## config.mk

```make
export PLATFORM = sky130hd
export DESIGN_NAME = fetch_buffer_flat
export DESIGN_NICKNAME = d
export VERILOG_FILES = /design/src/rtl/fetch_pkg.sv /design/src/rtl/fetch_buffer_if.sv /design/src/rtl/fetch_buffer_ram.sv /design/src/rtl/fetch_buffer.sv /design/src/flat_wrapper.sv
export SDC_FILE = /design/constraint.sdc
export NUM_CORES = 1
export LEC_CHECK = 0
export ABC_AREA = 1
export CAP_MARGIN = 5
export CORE_ASPECT_RATIO = 1.2
export CORE_MARGIN = 2
export CORE_UTILIZATION = 28
export DETAILED_ROUTE_END_ITERATION = 12
export DONT_BUFFER_PORTS = 1
export GPL_TIMING_DRIVEN = 0
export HOLD_SLACK_MARGIN = 0.15
export PLACE_DENSITY_LB_ADDON = 0.05
export SYNTH_ARGS = -nofsm -noshare
export SYNTH_HDL_FRONTEND = slang
export SYNTH_SLANG_ARGS = --single-unit
```

## constraint.sdc

```tcl
create_clock -name clock -period 15.4 [get_ports clock]
set_input_delay 2.31 -clock clock [delete_from_list [all_inputs] [get_ports clock]]
set_output_delay 2.31 -clock clock [all_outputs]
set_load 0.01 [all_outputs]
```

## src/rtl/fetch_pkg.sv

```systemverilog
// Shared fetch-path types and widths.
// fetch_packet_t / bp_pack_t describe the default two-wide packet shape;
// modules built for other widths derive matching local types from the same
// field order using sel_width().
package fetch_pkg;

  localparam int INST_W          = 32;
  localparam int PC_W            = 64;
  localparam int BR_TYPE_W       = 4;
  localparam int FETCH_WIDTH_DEF = 2;

  // Slot-select width: log2 of the fetch width, never narrower than one bit.
  function automatic int sel_width(input int fw);
    return (fw > 1) ? $clog2(fw) : 1;
  endfunction

  localparam int SEL_W_DEF = sel_width(FETCH_WIDTH_DEF);

  typedef struct packed {
    logic                 valid;
    logic [PC_W-1:0]      target;
    logic [BR_TYPE_W-1:0] branch_type;
    logic [SEL_W_DEF-1:0] select;
    logic                 taken;
  } bp_pack_t;

  typedef struct packed {
    logic [FETCH_WIDTH_DEF-1:0]        valids;
    logic [PC_W-1:0]                   pc;
    logic [INST_W*FETCH_WIDTH_DEF-1:0] insts;
    bp_pack_t                          bp;
  } fetch_packet_t;

endpackage

```

## src/rtl/fetch_buffer_if.sv

```systemverilog
// Fetch-to-decode handshake bundle: enqueue side, dequeue side, status and flush.
// slave is the buffer's view, master is the fetch/decode environment's view.
interface fetch_buffer_if #(
  parameter int FETCH_WIDTH = 2,
  parameter int DEPTH       = 4
);
  import fetch_pkg::*;

  localparam int SEL_W = sel_width(FETCH_WIDTH);
  localparam int CNT_W = $clog2(DEPTH) + 1;

  logic                        io_in_valid;
  logic                        io_in_ready;
  logic [FETCH_WIDTH-1:0]      io_in_bits_valids;
  logic [PC_W-1:0]             io_in_bits_pc;
  logic [INST_W*FETCH_WIDTH-1:0] io_in_bits_insts;
  logic                        io_in_bits_bp_valid;
  logic [PC_W-1:0]             io_in_bits_bp_target;
  logic [BR_TYPE_W-1:0]        io_in_bits_bp_branch_type;
  logic [SEL_W-1:0]            io_in_bits_bp_select;
  logic                        io_in_bits_bp_taken;

  logic                        io_out_valid;
  logic                        io_out_ready;
  logic [FETCH_WIDTH-1:0]      io_out_bits_valids;
  logic [PC_W-1:0]             io_out_bits_pc;
  logic [INST_W*FETCH_WIDTH-1:0] io_out_bits_insts;
  logic                        io_out_bits_bp_valid;
  logic [PC_W-1:0]             io_out_bits_bp_target;
  logic [BR_TYPE_W-1:0]        io_out_bits_bp_branch_type;
  logic [SEL_W-1:0]            io_out_bits_bp_select;
  logic                        io_out_bits_bp_taken;

  logic [CNT_W-1:0]            io_count;
  logic                        io_full;
  logic                        io_almost_full;
  logic                        io_i_flush;

  modport slave (
    input  io_in_valid, io_in_bits_valids, io_in_bits_pc, io_in_bits_insts,
           io_in_bits_bp_valid, io_in_bits_bp_target, io_in_bits_bp_branch_type,
           io_in_bits_bp_select, io_in_bits_bp_taken,
           io_out_ready, io_i_flush,
    output io_in_ready,
           io_out_valid, io_out_bits_valids, io_out_bits_pc, io_out_bits_insts,
           io_out_bits_bp_valid, io_out_bits_bp_target, io_out_bits_bp_branch_type,
           io_out_bits_bp_select, io_out_bits_bp_taken,
           io_count, io_full, io_almost_full
  );

  modport master (
    output io_in_valid, io_in_bits_valids, io_in_bits_pc, io_in_bits_insts,
           io_in_bits_bp_valid, io_in_bits_bp_target, io_in_bits_bp_branch_type,
           io_in_bits_bp_select, io_in_bits_bp_taken,
           io_out_ready, io_i_flush,
    input  io_in_ready,
           io_out_valid, io_out_bits_valids, io_out_bits_pc, io_out_bits_insts,
           io_out_bits_bp_valid, io_out_bits_bp_target, io_out_bits_bp_branch_type,
           io_out_bits_bp_select, io_out_bits_bp_taken,
           io_count, io_full, io_almost_full
  );

endinterface

```

## src/rtl/fetch_buffer_ram.sv

```systemverilog
// Packet storage: DEPTH x WIDTH, one synchronous write port, one asynchronous
// read port. Contents are intentionally not reset.
module fetch_buffer_ram #(
  parameter int DEPTH = 4,
  parameter int WIDTH = 8
) (
  input  logic                     clock,
  input  logic                     we,
  input  logic [$clog2(DEPTH)-1:0] waddr,
  input  logic [WIDTH-1:0]         wdata,
  input  logic [$clog2(DEPTH)-1:0] raddr,
  output logic [WIDTH-1:0]         rdata
);

  logic [WIDTH-1:0] mem [DEPTH];

  // Write the incoming packet into its slot on an enqueue.
  always_ff @(posedge clock) begin
    if (we) begin
      mem[waddr] <= wdata;
    end
  end

  assign rdata = mem[raddr];

endmodule

```

## src/rtl/fetch_buffer.sv

```systemverilog
// fetch_buffer: circular FIFO of fetch packets between fetch and decode.
// Head/tail pointers wrap modulo DEPTH; a separate count register gives
// occupancy, full and almost-full. Flush clears all pointers in one edge.
// Optional feature: define FETCH_BUFFER_BYPASS_EN to let a packet arriving at
// an empty buffer appear on the dequeue side in the same cycle.
module fetch_buffer
  import fetch_pkg::*;
#(
  parameter int DEPTH        = 4,
  parameter int FETCH_WIDTH  = 2,
  parameter int AFULL_THRESH = DEPTH - 1
) (
  input  logic         clock,
  input  logic         reset,
  fetch_buffer_if.slave bus
);

  localparam int PTR_W = $clog2(DEPTH);
  localparam int CNT_W = PTR_W + 1;
  localparam int SEL_W = sel_width(FETCH_WIDTH);

  typedef struct packed {
    logic                 valid;
    logic [PC_W-1:0]      target;
    logic [BR_TYPE_W-1:0] branch_type;
    logic [SEL_W-1:0]     select;
    logic                 taken;
  } bp_t;

  typedef struct packed {
    logic [FETCH_WIDTH-1:0]        valids;
    logic [PC_W-1:0]               pc;
    logic [INST_W*FETCH_WIDTH-1:0] insts;
    bp_t                           bp;
  } entry_t;

  localparam int ENTRY_W = $bits(entry_t);

  logic [PTR_W-1:0] head;
  logic [PTR_W-1:0] tail;
  logic [CNT_W-1:0] count;

  entry_t in_entry;
  entry_t rd_entry;
  entry_t out_entry;

  logic full;
  logic in_ready;
  logic out_valid;
  logic bypass_hit;
  logic enq;
  logic deq;

  // Gather the incoming payload into one storage word.
  always_comb begin
    in_entry                = '0;
    in_entry.valids         = bus.io_in_bits_valids;
    in_entry.pc             = bus.io_in_bits_pc;
    in_entry.insts          = bus.io_in_bits_insts;
    in_entry.bp.valid       = bus.io_in_bits_bp_valid;
    in_entry.bp.target      = bus.io_in_bits_bp_target;
    in_entry.bp.branch_type = bus.io_in_bits_bp_branch_type;
    in_entry.bp.select      = bus.io_in_bits_bp_select;
    in_entry.bp.taken       = bus.io_in_bits_bp_taken;
  end

  assign full     = (count == CNT_W'(DEPTH));
  assign in_ready = ~full & ~bus.io_i_flush & ~reset;

`ifdef FETCH_BUFFER_BYPASS_EN
  assign bypass_hit = (count == '0) & bus.io_in_valid & ~bus.io_i_flush & ~reset;
`else
  assign bypass_hit = 1'b0;
`endif

  assign out_valid = ((count != '0) | bypass_hit) & ~bus.io_i_flush & ~reset;
  assign out_entry = bypass_hit ? in_entry : rd_entry;

  // A bypassed packet that is consumed immediately is never written.
  assign enq = bus.io_in_valid & in_ready & ~(bypass_hit & bus.io_out_ready);
  assign deq = out_valid & bus.io_out_ready & ~bypass_hit;

  fetch_buffer_ram #(
    .DEPTH (DEPTH),
    .WIDTH (ENTRY_W)
  ) u_ram (
    .clock (clock),
    .we    (enq),
    .waddr (tail),
    .wdata (in_entry),
    .raddr (head),
    .rdata (rd_entry)
  );

  // Pointer and occupancy update; reset and flush both empty the buffer.
  always_ff @(posedge clock) begin
    if (reset || bus.io_i_flush) begin
      head  <= '0;
      tail  <= '0;
      count <= '0;
    end else begin
      if (enq) tail <= tail + 1'b1;
      if (deq) head <= head + 1'b1;
      count <= count + CNT_W'(enq) - CNT_W'(deq);
    end
  end

  assign bus.io_in_ready                = in_ready;
  assign bus.io_out_valid               = out_valid;
  assign bus.io_out_bits_valids         = out_entry.valids;
  assign bus.io_out_bits_pc             = out_entry.pc;
  assign bus.io_out_bits_insts          = out_entry.insts;
  assign bus.io_out_bits_bp_valid       = out_entry.bp.valid;
  assign bus.io_out_bits_bp_target      = out_entry.bp.target;
  assign bus.io_out_bits_bp_branch_type = out_entry.bp.branch_type;
  assign bus.io_out_bits_bp_select      = out_entry.bp.select;
  assign bus.io_out_bits_bp_taken       = out_entry.bp.taken;
  assign bus.io_count                   = count;
  assign bus.io_full                    = full;
  assign bus.io_almost_full             = (count >= CNT_W'(AFULL_THRESH));

endmodule
```

## src/flat_wrapper.sv

```systemverilog
// flat-port wrapper written by rule: the top's interface ports become plain ports
module fetch_buffer_flat import fetch_pkg::*;
#(
  parameter int DEPTH        = 4,
  parameter int FETCH_WIDTH  = 2,
  parameter int AFULL_THRESH = DEPTH - 1
)
  (clock, reset, bus_io_in_valid, bus_io_in_bits_valids, bus_io_in_bits_pc, bus_io_in_bits_insts, bus_io_in_bits_bp_valid, bus_io_in_bits_bp_target, bus_io_in_bits_bp_branch_type, bus_io_in_bits_bp_select, bus_io_in_bits_bp_taken, bus_io_out_ready, bus_io_i_flush, bus_io_in_ready, bus_io_out_valid, bus_io_out_bits_valids, bus_io_out_bits_pc, bus_io_out_bits_insts, bus_io_out_bits_bp_valid, bus_io_out_bits_bp_target, bus_io_out_bits_bp_branch_type, bus_io_out_bits_bp_select, bus_io_out_bits_bp_taken, bus_io_count, bus_io_full, bus_io_almost_full);
  fetch_buffer_if #(.FETCH_WIDTH(FETCH_WIDTH), .DEPTH(DEPTH)) bus_i ();
  input  logic clock;
  input  logic reset;
  input wire logic [$bits(bus_i.io_in_valid)-1:0] bus_io_in_valid;
  input wire logic [$bits(bus_i.io_in_bits_valids)-1:0] bus_io_in_bits_valids;
  input wire logic [$bits(bus_i.io_in_bits_pc)-1:0] bus_io_in_bits_pc;
  input wire logic [$bits(bus_i.io_in_bits_insts)-1:0] bus_io_in_bits_insts;
  input wire logic [$bits(bus_i.io_in_bits_bp_valid)-1:0] bus_io_in_bits_bp_valid;
  input wire logic [$bits(bus_i.io_in_bits_bp_target)-1:0] bus_io_in_bits_bp_target;
  input wire logic [$bits(bus_i.io_in_bits_bp_branch_type)-1:0] bus_io_in_bits_bp_branch_type;
  input wire logic [$bits(bus_i.io_in_bits_bp_select)-1:0] bus_io_in_bits_bp_select;
  input wire logic [$bits(bus_i.io_in_bits_bp_taken)-1:0] bus_io_in_bits_bp_taken;
  input wire logic [$bits(bus_i.io_out_ready)-1:0] bus_io_out_ready;
  input wire logic [$bits(bus_i.io_i_flush)-1:0] bus_io_i_flush;
  output wire logic [$bits(bus_i.io_in_ready)-1:0] bus_io_in_ready;
  output wire logic [$bits(bus_i.io_out_valid)-1:0] bus_io_out_valid;
  output wire logic [$bits(bus_i.io_out_bits_valids)-1:0] bus_io_out_bits_valids;
  output wire logic [$bits(bus_i.io_out_bits_pc)-1:0] bus_io_out_bits_pc;
  output wire logic [$bits(bus_i.io_out_bits_insts)-1:0] bus_io_out_bits_insts;
  output wire logic [$bits(bus_i.io_out_bits_bp_valid)-1:0] bus_io_out_bits_bp_valid;
  output wire logic [$bits(bus_i.io_out_bits_bp_target)-1:0] bus_io_out_bits_bp_target;
  output wire logic [$bits(bus_i.io_out_bits_bp_branch_type)-1:0] bus_io_out_bits_bp_branch_type;
  output wire logic [$bits(bus_i.io_out_bits_bp_select)-1:0] bus_io_out_bits_bp_select;
  output wire logic [$bits(bus_i.io_out_bits_bp_taken)-1:0] bus_io_out_bits_bp_taken;
  output wire logic [$bits(bus_i.io_count)-1:0] bus_io_count;
  output wire logic [$bits(bus_i.io_full)-1:0] bus_io_full;
  output wire logic [$bits(bus_i.io_almost_full)-1:0] bus_io_almost_full;
  assign bus_i.io_in_valid = bus_io_in_valid;
  assign bus_i.io_in_bits_valids = bus_io_in_bits_valids;
  assign bus_i.io_in_bits_pc = bus_io_in_bits_pc;
  assign bus_i.io_in_bits_insts = bus_io_in_bits_insts;
  assign bus_i.io_in_bits_bp_valid = bus_io_in_bits_bp_valid;
  assign bus_i.io_in_bits_bp_target = bus_io_in_bits_bp_target;
  assign bus_i.io_in_bits_bp_branch_type = bus_io_in_bits_bp_branch_type;
  assign bus_i.io_in_bits_bp_select = bus_io_in_bits_bp_select;
  assign bus_i.io_in_bits_bp_taken = bus_io_in_bits_bp_taken;
  assign bus_i.io_out_ready = bus_io_out_ready;
  assign bus_i.io_i_flush = bus_io_i_flush;
  assign bus_io_in_ready = bus_i.io_in_ready;
  assign bus_io_out_valid = bus_i.io_out_valid;
  assign bus_io_out_bits_valids = bus_i.io_out_bits_valids;
  assign bus_io_out_bits_pc = bus_i.io_out_bits_pc;
  assign bus_io_out_bits_insts = bus_i.io_out_bits_insts;
  assign bus_io_out_bits_bp_valid = bus_i.io_out_bits_bp_valid;
  assign bus_io_out_bits_bp_target = bus_i.io_out_bits_bp_target;
  assign bus_io_out_bits_bp_branch_type = bus_i.io_out_bits_bp_branch_type;
  assign bus_io_out_bits_bp_select = bus_i.io_out_bits_bp_select;
  assign bus_io_out_bits_bp_taken = bus_i.io_out_bits_bp_taken;
  assign bus_io_count = bus_i.io_count;
  assign bus_io_full = bus_i.io_full;
  assign bus_io_almost_full = bus_i.io_almost_full;
  fetch_buffer #(.DEPTH(DEPTH), .FETCH_WIDTH(FETCH_WIDTH), .AFULL_THRESH(AFULL_THRESH)) u_core (.clock(clock), .reset(reset), .bus(bus_i));
endmodule
```

==> flow_summary.json <==
{
  "status": "finished clean",
  "required_ps": 13090,
  "track_usage": 0.169,
  "cp_cell_sequence": "nor2_2, inv_1, a21oi_1",
  "drive_gt1_frac": 0.124,
  "clock_sinks": 813,
  "async_reset_ff_frac": 0,
  "clk_pin_slew_ps": 60,
  "io_buffers": 0,
  "pwr-share-comb": 0.013,
  "multi_input_area_um2": 5060,
  "die_area_um2": 111000,
  "cap_viol_max_count": 0,
  "max-vdd-ir-drop_mv": 0.0786,
  "yosysSeqAreaShare": 0.805,
  "finalMaxSlewViolations": 0,
  "power_mw": 4.62,
  "ys_seq_elements": 813,
  "hp-class": "register to register",
  "internal_power_mw": 3.68,
  "grt_setup_unrepaired": "false",
  "crit_type": "input port to primary output",
  "die_w_um": 304,
  "gp_congestion": 0.712,
  "io_pins": 414,
  "syn-num-nets": 2228,
  "cts_tree": "done",
  "fillCellCount": 10398,
  "fin_cells": 3623,
  "rr_worst_depth": 7,
  "drt_iter0_markers": 1318,
  "ctsHtreeMaxLevel": 3,
  "start_util": 0.281,
  "cp_max_fo": 8,
  "worst_clock_skew_ps": 13.3,
  "seqPwrFrac": 0.533,
  "layout_commonest_cell": "edfxtp_1",
  "powerDensity_nw_per_um2": 129,
  "switching_share": 0.202,
  "coreArea_um2": 108000,
  "setup_viol": 0,
  "holdBufCountCts": 0,
  "rows": 132,
  "finalHoldViolations": 0,
  "synth_area_um2": 30200,
  "clockRootBuffer": "clkbuf_16",
  "synth_edf_count": 804,
  "cp_slowest_stage_delay_ps": 280,
  "grt-ovfl-total": 0,
  "hold_depth": 2,
  "first_global_vias": 17324,
  "synth_flop_cell": "edfxtp_1",
  "ant_nets": 0,
  "cts-resized-gates": 0,
  "synthCells": 2014,
  "dp_hpwl_um": 63300,
  "via_count": 17330,
  "syn_to_final_growth_pct": 18.2,
  "ys_warn_count": 0,
  "clkLatencyLatePin_ps": 670,
  "seq_area_um2": 24300,
  "clk_path_buf_depth": 3,
  "p_clk_frac": 0.454,
  "ys_types": 22,
  "grt_pass1_wl_um": 133000,
  "cp_top_family": "compound AO/OA/AOI/OAI gates",
  "final_cell_mix": "edfxtp_1 (804), nor2_1 (410), o21ai_0 (363)",
  "cts_setup_buffers": 0,
  "syn_area_per_cell_um2": 15.0,
  "die_y_um": 364,
  "cp.depth": 3,
  "cts_made_buffers": 91,
  "finalCritPeriodShare": 0.347,
  "cp_slowest_cell": "a21oi_1",
  "diodes": 0,
  "tightestPinTransition_ps": 947,
  "p_leak_nw": 11.5,
  "crit_buf_inv": 1,
  "routed_wl_um": 95300,
  "nNetsFinal": 2360,
  "avgRoutedWirePerCell_um": 26.3,
  "switchingPower_mw": 0.932,
  "grt_max_degree": 26,
  "drt_first_pass_iters": 4,
  "numPlacedInstances": 3460,
  "drcViolationCount": 0,
  "critPathLaunchType": "input port",
  "antenna_found_initial": 2,
  "final.min_clock_period_ps": 5350,
  "via_per_inst": 4.78,
  "arrival_ps": 3040,
  "max_slew_margin": 0.378,
  "worst_setup_path_end_kind": "primary output",
  "fmax_mhz": 187
}
## metrics by stage
step / cell area [um2] / utilization / hold WS (ps) / TNS, ps / setup slack [ps]
after floorplan: 30200 / - / 447 / 0 / 3510
after global placement: 32000 / 0.297 / 465 / -4878020 / -6300
after detailed placement: 32800 / 0.305 / 473 / 0 / 10020
after CTS: 35700 / 0.332 / 484 / 0 / 10020
after global routing: 35700 / 0.332 / 506 / 0 / 9920
final: 35700 / 0.332 / 487 / 0 / 10050
## power by group through the flow
stage          sequential, mW  clock [mW]  combinational [mW]
2_1_floorplan            2.51           0              0.0342
3_3_place_gp             2.52           0              0.0564
3_5_place_dp             2.50           0              0.0636
4_1_cts                  2.46        2.16              0.0637
5_1_grt                  2.46        2.25              0.0664
6_report                 2.46        2.10              0.0615
## cells by family (layout without fill, tap and decap cells)
group	count (synthesis)	count (layout)	synth area share
flops	813	813	0.805
compound gates	607	607	0.109
simple gates	431	431	0.0539
buf+inv	154	356	0.0280
fa+ha+maj	8	8	0.00356
xor+xnor	1	1	0.000290
## area by class of cell
class | count | share of cell area
Clock inverter | 53 | 0.0127
Multi-Input combinational cell | 1047 | 0.142
Sequential cell | 813 | 0.681
Timing Repair Buffer | 39 | 0.0236
Clock buffer | 110 | 0.0676
Buffer | 133 | 0.0215
Inverter | 21 | 0.00228
Tap cell | 1407 | 0.0493
## worst register-to-register path, stage by stage (launching register included)
cell and delay (ps):
dfxtp_1 490, nor2_1 120, nand2_1 130, nand3_1 400, nor2_4 830, buf_12 300, buf_12 230, buf_16 190
## per-layer routing
metal	global-route usage	share of wire	vias up
met5	0	0.00033	-
met4	0.0552	0.024	4
met3	0.0734	0.10	129
met2	0.282	0.48	535
met1	0.195	0.39	8751
li1	-	-	7911
## synthesized netlist by cell type, types with 3 or more instances
library cell / n / area [um2]
edfxtp_1: 804 / 24100
nor2_1: 414 / 1550
o21ai_0: 363 / 1820
o22ai_1: 201 / 1260
buf_2: 54 / 270
o21ai_1: 40 / 200
clkbuf_1: 32 / 120
inv_1: 19 / 71.3
buf_4: 16 / 120
buf_6: 16 / 180
clkbuf_2: 15 / 75.1
nand2_1: 12 / 45.0
dfxtp_1: 9 / 180
ha_1: 7 / 87.6
a21oi_1: 3 / 15.0
nand3_1: 3 / 15.0
## sequential cells by signal, indices dropped and copies added (netlist names), named ones only
name and flops:
u_core.bus.io_count 3, u_core.u_ram.mem 804, u_core.head 2, u_core.tail 2
## path summary, 6_finish.rpt
kind                           from                       to  slack, ps
max                  bus_io_i_flush         bus_io_out_valid      10050
min                  u_core.head[0]           u_core.head[0]        490
max reg2reg  u_core.bus.io_count[1]  u_core.u_ram.mem[3][67]      12390
min reg2reg          u_core.head[0]           u_core.head[0]        490
(Power assumes the default switching activity.)
